$ cat config.mk
export PLATFORM = sky130hd
export DESIGN_NAME = alu_req_arbiter
export DESIGN_NICKNAME = d
export VERILOG_FILES = /design/src/rtl/alu_pkg.sv /design/src/rtl/alu.sv /design/src/rtl/alu_req_arbiter_rr_arb2.sv /design/src/rtl/alu_req_arbiter.sv
export SDC_FILE = /design/constraint.sdc
export NUM_CORES = 1
export LEC_CHECK = 0
export BUFFER_PORTS_ARGS = -buffer_cell sky130_fd_sc_hd__buf_2
export CORE_MARGIN = 3
export CORE_UTILIZATION = 40
export DETAILED_ROUTE_END_ITERATION = 10
export PLACE_DENSITY = 0.69
export SLEW_MARGIN = 20
export SYNTH_ARGS = -nofsm -noshare
export SYNTH_HDL_FRONTEND = slang
export SYNTH_HIERARCHICAL = 1
export SYNTH_SLANG_ARGS = --single-unit
$ cat constraint.sdc
create_clock -name clk -period 6.2 [get_ports clk]
set_clock_uncertainty 0.05 [all_clocks]
set_input_delay 0 -clock clk [delete_from_list [all_inputs] [get_ports clk]]
set_output_delay 0 -clock clk [all_outputs]
set_load 0.02 [all_outputs]
$ cat src/rtl/alu_pkg.sv
// Purpose: shared constants, opcode and FSM encodings for the alu and its request arbiter.
// Latency: n/a (declarations only).
// Backpressure: n/a.
package alu_pkg;

  localparam int OPND_W = 4;   // alu operand width
  localparam int OPC_W  = 3;   // alu opcode width
  localparam int RES_W  = 5;   // alu result width (operand width plus carry)

  typedef enum logic [OPC_W-1:0] {
    OP_ADD = 3'b000,
    OP_SUB = 3'b001,
    OP_AND = 3'b010,
    OP_OR  = 3'b011,
    OP_XOR = 3'b100,
    OP_NOT = 3'b101,
    OP_SHL = 3'b110,
    OP_SHR = 3'b111
  } alu_op_t;

  typedef enum logic [1:0] {
    IDLE = 2'd0,
    EXEC = 2'd1,
    RESP = 2'd2
  } state_t;

endpackage

$ cat src/rtl/alu.sv
// Purpose: 4-bit combinational alu, 5-bit result carrying the carry/borrow out.
// Latency: purely combinational.
// Backpressure: none.
// Ports: a, b operands; op opcode (alu_op_t); result 5-bit.
// SUB yields the 5-bit two's-complement difference, so a borrow sets bit 4.
// NOT inverts a only; SHL/SHR shift a by one place (SHL keeps the bit shifted out).
module alu
  import alu_pkg::*;
(
  input  logic [OPND_W-1:0] a,
  input  logic [OPND_W-1:0] b,
  input  logic [OPC_W-1:0]  op,
  output logic [RES_W-1:0]  result
);

  always_comb begin
    result = '0;
    case (alu_op_t'(op))
      OP_ADD:  result = {1'b0, a} + {1'b0, b};
      OP_SUB:  result = {1'b0, a} - {1'b0, b};
      OP_AND:  result = {1'b0, a & b};
      OP_OR:   result = {1'b0, a | b};
      OP_XOR:  result = {1'b0, a ^ b};
      OP_NOT:  result = {1'b0, ~a};
      OP_SHL:  result = {a, 1'b0};
      OP_SHR:  result = {2'b00, a[OPND_W-1:1]};
      default: result = '0;
    endcase
  end

endmodule

$ cat src/rtl/alu_req_arbiter_rr_arb2.sv
// Purpose: combinational 2-way round-robin grant; the last-grant pointer lives in the parent.
// Latency: purely combinational.
// Backpressure: none; grant_vld simply follows the OR of the valids.
// Ports: valid[1:0] requests, last_grant previous winner, grant_vld any request, grant winner index.
module rr_arb2 (
  input  logic [1:0] valid,
  input  logic       last_grant,
  output logic       grant_vld,
  output logic       grant
);

  always_comb begin
    grant_vld = |valid;
    grant     = 1'b0;
    if (valid == 2'b11) begin
      // Contention: the requester that did not win last time goes next.
      grant = ~last_grant;
    end else begin
      // Zero or one requester: valid[1] alone selects 1, everything else 0.
      grant = valid[1];
    end
  end

endmodule

$ cat src/rtl/alu_req_arbiter.sv
// Purpose: share one alu between two requesters with round-robin arbitration and registered result.
// Latency: result valid on the second edge after the cycle a request is presented and accepted; issue every 3 cycles at best.
// Backpressure: no request is accepted while a response is outstanding; the response is held until rsp_ready.
// Ports:
//   clk, rst_n              clock, async active-low reset
//   req_valid/req_ready     per-requester command handshake (bit i = requester i)
//   req_a, req_b, req_op    packed per-requester operands/opcodes
//   rsp_valid/rsp_ready     response handshake; rsp_data alu result, rsp_id issuing requester
//   busy                    high whenever an operation is in flight
//   op_count                completed responses, wraps silently
module alu_req_arbiter
  import alu_pkg::*;
#(
  parameter int NUM_REQ = 2,   // only 2 is supported
  parameter int CNT_W   = 8
) (
  input  logic                      clk,
  input  logic                      rst_n,
  input  logic [NUM_REQ-1:0]        req_valid,
  output logic [NUM_REQ-1:0]        req_ready,
  input  logic [OPND_W*NUM_REQ-1:0] req_a,
  input  logic [OPND_W*NUM_REQ-1:0] req_b,
  input  logic [OPC_W*NUM_REQ-1:0]  req_op,
  output logic                      rsp_valid,
  input  logic                      rsp_ready,
  output logic [RES_W-1:0]          rsp_data,
  output logic                      rsp_id,
  output logic                      busy,
  output logic [CNT_W-1:0]          op_count
);

  state_t              state;
  state_t              state_nxt;
  logic                last_grant;
  logic                grant_vld;
  logic                grant;
  logic                accept;
  logic [OPND_W-1:0]   a_q;
  logic [OPND_W-1:0]   b_q;
  logic [OPC_W-1:0]    op_q;
  logic                id_q;
  logic [RES_W-1:0]    alu_res;

  rr_arb2 u_arb (
    .valid      (req_valid),
    .last_grant (last_grant),
    .grant_vld  (grant_vld),
    .grant      (grant)
  );

  // The alu only ever sees the captured registers, never the live request bus.
  alu u_alu (
    .a      (a_q),
    .b      (b_q),
    .op     (op_q),
    .result (alu_res)
  );

  always_ff @(posedge clk or negedge rst_n) begin
    if (!rst_n) begin
      state <= IDLE;
    end else begin
      state <= state_nxt;
    end
  end

  always_comb begin
    state_nxt = state;
    req_ready = '0;
    accept    = 1'b0;
    case (state)
      IDLE: begin
        if (grant_vld) begin
          // The arbiter only grants a valid requester, so ready implies a transfer.
          req_ready = NUM_REQ'(1) << grant;
          accept    = 1'b1;
          state_nxt = EXEC;
        end
      end
      EXEC: begin
        state_nxt = RESP;
      end
      RESP: begin
        if (rsp_ready) begin
          state_nxt = IDLE;
        end
      end
      default: begin
        state_nxt = IDLE;
      end
    endcase
  end

  always_ff @(posedge clk or negedge rst_n) begin
    if (!rst_n) begin
      a_q        <= '0;
      b_q        <= '0;
      op_q       <= '0;
      id_q       <= 1'b0;
      last_grant <= 1'b1;   // makes requester 0 win the first tie
      rsp_valid  <= 1'b0;
      rsp_data   <= '0;
      rsp_id     <= 1'b0;
      op_count   <= '0;
    end else begin
      if (accept) begin
        a_q        <= req_a[OPND_W*int'(grant) +: OPND_W];
        b_q        <= req_b[OPND_W*int'(grant) +: OPND_W];
        op_q       <= req_op[OPC_W*int'(grant) +: OPC_W];
        id_q       <= grant;
        last_grant <= grant;
      end
      if (state == EXEC) begin
        rsp_data  <= alu_res;
        rsp_id    <= id_q;
        rsp_valid <= 1'b1;
      end
      if ((state == RESP) && rsp_ready) begin
        rsp_valid <= 1'b0;
        op_count  <= op_count + CNT_W'(1);
      end
    end
  end

  assign busy = (state != IDLE);

endmodule

==> impl_metrics.csv, run 1 <==
group,metric,value,unit
pwr,clkPwrFrac,15.8,%
route,dr_total_vias,1557,
place,routabilityCongestion,0.8674,
route,drt-wirelength-per-cell,12.80,um
yosys,synth-seq-cells,30,
clock_network,cts_resized,0,
worst_setup_path,required,6370,ps
place,port_buffers,44,
route,firstDrtPassIters,6,
run_status,status,"complete, no violations",
pwr,power.leakage,1.266,nW
clock_network,cts_tree,"done",
yosys,synthTopCellsByCount,"dfrtp_1, a21oi_1, nor2_1, ha_1, mux2i_1",
yosys,synth.area.mux_share,13.24,%
pwr,swShare,42.07,%
sta,tightest_slew,648.0,ps
floorplan,core_area,4474,um^2
route,wl,3941,um
place,pre_cts_ws,3664,ps
pwr,internal_power,0.0007450,W
floorplan,die-area,5639,um^2
yosys,synth_fa_ha_area_share,10.22,%
worst_setup_path,crit_path_max_incr_delay,740,ps
sta,fin_crit_sh,41.31,%
worst_setup_path,critical-path-slowest-cell,"dfrtp_1",
yosys,synth_edf_count,0,
sta,hold_viol_final,0,
yosys,synth_compound_area_share,12.52,%
yosys,ys_seq_area_share,39.38,%
place,hpwl,2799,um
yosys,syn_area_per_cell,10.21,um^2
floorplan,fp.dieW,75.09,um
worst_setup_path,path_max_fanout,21,
yosys,synth_cell_types,45,
floorplan,die_y,75.09,um
floorplan,pin_count,45,
pwr,ir_drop,0.1846,mV
clock_network,ctsHoldBuffers,24,
job,maxCapViolations,0,
clock_network,cts.htree.levels,2,
sta,finalCriticalPeriod,2561,ps
clock_network,clk_pin_slew,60,ps
layout,antenna_cells,0,
route,ant_nets,0,
global_routing,antenna_found_initial,0,
floorplan,start_util,42.67,%
yosys,synth_area,1909,um^2
worst_setup_path,critPathLaunchType,"register",
pwr,p_sw,0.0005411,W
sta,setup_slack,3639,ps
yosys,ys.flop_type,"dfrtp_1",
yosys,synthTopCellsByArea,"dfrtp_1, ha_1, mux2i_1",
sta,setup-violations-final,0,
global_routing,grt_pass1_wl,6686,um
yosys,synth.net_count,229,
clock_network,postCtsSetupRepairBufs,0,
pwr,p_comb_share,53.0,%
sta,slew_headroom,56.80,%
route,avgViaCountPerCell,5.055,
layout,layout-drive-gt1-share,27.73,%
global_routing,grt_pass1_vias,1535,
yosys,synth_top_family_by_area,"simple AND/OR/NAND/NOR gates",
floorplan,rows,24,
yosys,synth_top_cell_area_share,38.01,%
sta,rsz0062_at_grt,"no",
sta,max_freq,390.4,MHz
worst_setup_path,crit_type,"reg -> reg",
pwr,pwr-share-seq,31.2,%
yosys,synth_xor_area_share,5.046,%
route,remaining_drc_errors,0,
pwr,power_density,513.7,nW/um^2
yosys,synthCells,187,
sta,finalMaxSlewViolations,0,
worst_setup_path,critPathCaptureType,"register",
yosys,async_flop_share,100.0,%
worst_setup_path,crit_top_cell,"a21oi_1",
worst_hold_path,worstHoldPathType,"in -> reg",
layout,nets,297,
worst_setup_path,crit_chain,"a21oi_1 > xnor2_1 > ha_1 > a21o_1 > a21oi_1 > or4b_1 > o311ai_1 > mux2_2",
yosys,synth_top_area_cell,"dfrtp_1",
global_routing,track_usage,15.40,%
worst_setup_path,cp.arrival,2730,ps
clock_network,clock_latency,280,ps
layout,area_growth_syn_to_layout,31.13,%
yosys,yosysMostFrequentCell,"dfrtp_1",
route,drt-initial-drc-count,38,
clock_network,clockBufferDepth,2,
yosys,yosys_warnings,6,
sta,final.setup.tns,0,ps
global_routing,overflow,0,
clock_network,clock-sinks,30,
clock_network,cts_buffers,5,
global_routing,grt_max_degree,31,
clock_network,cts-root-buf,"clkbuf_8",
yosys,post_synth_and_or_nand_nor_area_fraction,13.96,%
area by class of cell:
class	instances	area (um^2)
multi-input cells	135	1050
fillers	390	1971
clock buffers	7	86.33
repair buffers	69	467.9
clock inverters	1	30.03
inverters	14	52.55
well taps	52	65.06
flip-flops and latches	30	752.0
sequential cells by signal (all words and copies together) (netlist names):
register,count
op_count,8
rsp_data,5
a_q,4
b_q,4
op_q,3
state,2
id_q,1
last_grant,1
rsp_id,1
rsp_valid,1
worst max-delay path, delay by kind of cell (launching register included):
| kind | cells | cell delay, ps |
|---|---|---|
| AOI/OAI and AO/OA | 4 | 490 |
| muxes | 1 | 200 |
| DFF | 1 | 740 |
| adders and majority gates | 1 | 350 |
| xor gates and xnor gates | 1 | 160 |
| and+or+nand+nor | 1 | 500 |
per-stage QoR:
stage / hold slack [ps] / area (um^2) / std cells / util, % / total power (W)
2_1_floorplan: -345.6 / 1909 / 187 / - / 0.0009172
3_5_place_dp: 22.02 / 2147 / 276 / 47.99 / 0.001068
4_1_cts: 108.5 / 2504 / 308 / 55.96 / 0.001297
3_3_place_gp: 13.01 / 2147 / 276 / 47.99 / 0.001046
5_1_grt: 143.3 / 2504 / 308 / 55.96 / 0.001403
6_report: 112.9 / 2504 / 308 / 55.96 / 0.001286
cell usage in the layout (no fill, tap or decap), types with 2 or more instances in the layout:
master,count
xnor2_1,8
a21oi_1,18
xor2_1,3
clkbuf_8,6
dfrtp_1,29
a2bb2oi_1,2
ha_1,14
mux2_2,8
nand3_1,2
inv_1,13
mux2i_1,14
dlygate4sd3_1,24
nand2_1,12
nor3_1,2
buf_2,44
o21ai_0,5
a21o_1,4
nor2_1,18
logic make-up (layout without fill, tap and decap cells):
family	Yosys count	after routing
XOR/XNOR	11	11
multiplexers	23	23
AND/OR/NAND/NOR	48	48
flip-flops	30	30
adder cells (fa/ha/maj)	15	15
AO/OA/AOI/OAI	38	38
buffers and inverters	22	91
power groups by stage:
stage          combinational (W)  sequential [W]  clock, W
2_1_floorplan           0.000525        0.000392         0
3_3_place_gp            0.000644        0.000402         0
3_5_place_dp            0.000662        0.000406         0
4_1_cts                 0.000685        0.000402  0.000210
5_1_grt                 0.000768        0.000419  0.000216
6_report                0.000682        0.000401  0.000203
worst paths after layout:
| path | to | cells past startpoint | start | slack [ps] |
|---|---|---|---|---|
| min in group asynchronous | op_count[5] | 2 | rst_n | 230 |
| worst min register to register | op_count[7] | 1 | op_count[7] | 420 |
| max in group asynchronous | a_q[0] | 2 | rst_n | 5440 |
| worst min-delay path | last_grant | 4 | req_valid[1] | 110 |
| worst max register to register | rsp_data[4] | 8 | op_q[0] | 3640 |
| worst max-delay path | rsp_data[4] | 8 | op_q[0] | 3640 |
layer usage:
metal  GRT usage (%)  routed length, um  vias to the layer above
met5               0                  0                        -
met4           4.150                  0                        0
met3           4.139                155                        0
met2           25.15               1945                       37
met1           20.17               1840                      735
li1                -                  -                      785
(Power assumes the default switching activity.)
==> run 2: changes to the inputs <==
--- a/config.mk
+++ b/config.mk
@@ -9,7 +9,7 @@
 export CORE_MARGIN = 3
 export CORE_UTILIZATION = 40
 export DETAILED_ROUTE_END_ITERATION = 10
-export PLACE_DENSITY = 0.69
+export PLACE_DENSITY = 0.72
 export SLEW_MARGIN = 20
 export SYNTH_ARGS = -nofsm -noshare
 export SYNTH_HDL_FRONTEND = slang
==> constraint.sdc (replaced) <==
create_clock -name clk -period 2.1 [get_ports clk]
set_clock_uncertainty 0.05 [all_clocks]
set_input_delay 0 -clock clk [delete_from_list [all_inputs] [get_ports clk]]
set_output_delay 0 -clock clk [all_outputs]
set_load 0.02 [all_outputs]
==> impl_metrics.csv, run 2 (same netlist as run 1, synthesis figures left out) <==
group,metric,value,unit
global_routing,grt_max_degree,31,
sta,finalMaxSlewViolations,0,
pwr,p_total,0.004226,W
clock_network,cts.htree.levels,2,
route,drt-wirelength-per-cell,13.48,um
sta,setup_slack,-116.5,ps
layout,nets,317,
job,maxCapViolations,0,
run_status,violations,"setup timing",
worst_hold_path,worstHoldPathType,"in -> reg",
layout,layout-drive-gt1-share,36.96,%
global_routing,track_usage,17.18,%
worst_setup_path,critPathLaunchType,"register",
floorplan,rows,24,
clock_network,cts-root-buf,"clkbuf_8",
route,remaining_drc_errors,0,
worst_hold_path,hold_start,"req_b[4]",
sta,tightest_slew,670.8,ps
pwr,ir_drop,0.6810,mV
clock_network,clock_latency,280,ps
sta,slew_headroom,55.28,%
floorplan,die_y,75.09,um
layout,antenna_cells,0,
layout,layout.area.seq,752.0,um^2
global_routing,grt_pass1_wl,7258,um
layout,final_common_cell,"buf_2",
worst_setup_path,crit_type,"reg -> reg",
floorplan,die-area,5639,um^2
layout,largest_reg_flops,8,
clock_network,cts_tree,"done",
place,routabilityCongestion,0.8809,
sta,hold_viol_final,0,
worst_hold_path,hold_depth,3,
layout,regMostFlops,"op_count",
worst_hold_path,hold_end,"b_q[0]",
layout,most-common-layout-cells,"buf_2, dfrtp_1, dlygate4sd3_1",
floorplan,fp.dieW,75.09,um
clock_network,clock-sinks,30,
place,hpwl,3050,um
global_routing,antenna_found_initial,0,
pwr,power_density,1576,nW/um^2
worst_setup_path,path_max_fanout,3,
clock_network,cts_buffers,5,
sta,finalCriticalPeriod,2217,ps
worst_setup_path,r2r_start,"op_q[1]",
layout,multi_input_area,1097,um^2
floorplan,core_area,4474,um^2
layout,fill_cells,386,
sta,setup-violations-final,3,
worst_setup_path,required,2220,ps
route,drt-initial-drc-count,44,
sta,hold_slack,5.609,ps
layout,largestRegisters,"op_count x8, rsp_data x5",
floorplan,start_util,42.67,%
worst_setup_path,cp.arrival,2340,ps
floorplan,pin_count,45,
route,dr_total_vias,1635,
pwr,power.leakage,1.354,nW
global_routing,overflow,0,
worst_setup_path,r2r_cells,6,
sta,max_freq,451.2,MHz
worst_setup_path,reg2reg_slack,-120,ps
run_status,status,"finished with violations",
route,firstDrtPassIters,4,
layout,design_area,2681,um^2
sta,rsz0062_at_grt,"yes",
route,avgViaCountPerCell,4.985,
worst_setup_path,critPathCaptureType,"register",
sta,fin_crit_sh,105.5,%
place,port_buffers,44,
place,dpl_cell_area,2285,um^2
layout,area_growth_syn_to_layout,40.43,%
global_routing,grt_pass1_vias,1593,
clock_network,clk_pin_slew,70,ps
clock_network,clockBufferDepth,2,
route,wl,4421,um
route,ant_nets,0,
worst_setup_path,reg2reg_to,"rsp_data[1]",
==> run 2: what timing repair did <==
action,4_1_cts,5_1_grt
hold buffers,23,0
endpoints found under the hold margin,41,0
resized for setup,8,2
buffers inserted,2,2
setup endpoints to repair,3,4
pin swaps,5,3
==> run 2: how the worst max path moves through the flow <==
stage                     slack (ps)    start  cells after the start     endpoint
after floorplan                 -140  op_q[1]                     10  rsp_data[4]
after global placement          -110   b_q[0]                      6  rsp_data[1]
after detailed placement        -140   b_q[0]                      6  rsp_data[1]
after CTS                        -90  op_q[2]                      6  rsp_data[1]
after global routing            -210  op_q[1]                      6  rsp_data[1]
final                           -120  op_q[1]                      6  rsp_data[1]
==> run 2: power by group <==
| part | switching, W | internal, W |
|---|---|---|
| registers | 0.000228 | 0.000832 |
| clock network | 0.000230 | 0.000263 |
| logic | 0.00130 | 0.00138 |
==> run 2: cell type report <==
class | count | share of cell area [%]
Timing Repair Buffer | 89 | 23.10
Tap cell | 52 | 2.427
Clock buffer | 6 | 3.080
Multi-Input combinational cell | 135 | 40.92
Clock inverter | 2 | 0.4666
Sequential cell | 30 | 28.04
Inverter | 14 | 1.960
==> run 2: metrics by stage <==
| step | instances | setup TNS [ps] | util (%) | setup WS [ps] |
|---|---|---|---|---|
| after global routing | 328 | -639.5 | 59.93 | -205.2 |
| after CTS | 326 | -215.3 | 59.42 | -90.25 |
| after floorplan | 187 | -394.9 | - | -138.6 |
| after global placement | 293 | -291.0 | 51.06 | -113.7 |
| final | 328 | -288.8 | 59.93 | -116.5 |
| after detailed placement | 293 | -394.6 | 51.06 | -139.2 |
==> run 2: metal layers <==
metal / vias to the layer above / part of all wire, % / GRT usage (%)
li1: 819 / - / -
met3: 8 / 4.5 / 4.005
met1: 763 / 44 / 21.23
met5: - / 0 / 0
met2: 45 / 49 / 29.01
met4: 0 / 2.0 / 6.522
==> run 2: critical path, cell delays in order, from the launching register on <==
cell and delay, ps:
dfrtp_1 410, nor2_4 160, nand2_2 100, mux2i_4 210, fa_2 450, mux4_2 450
mux2_4 270
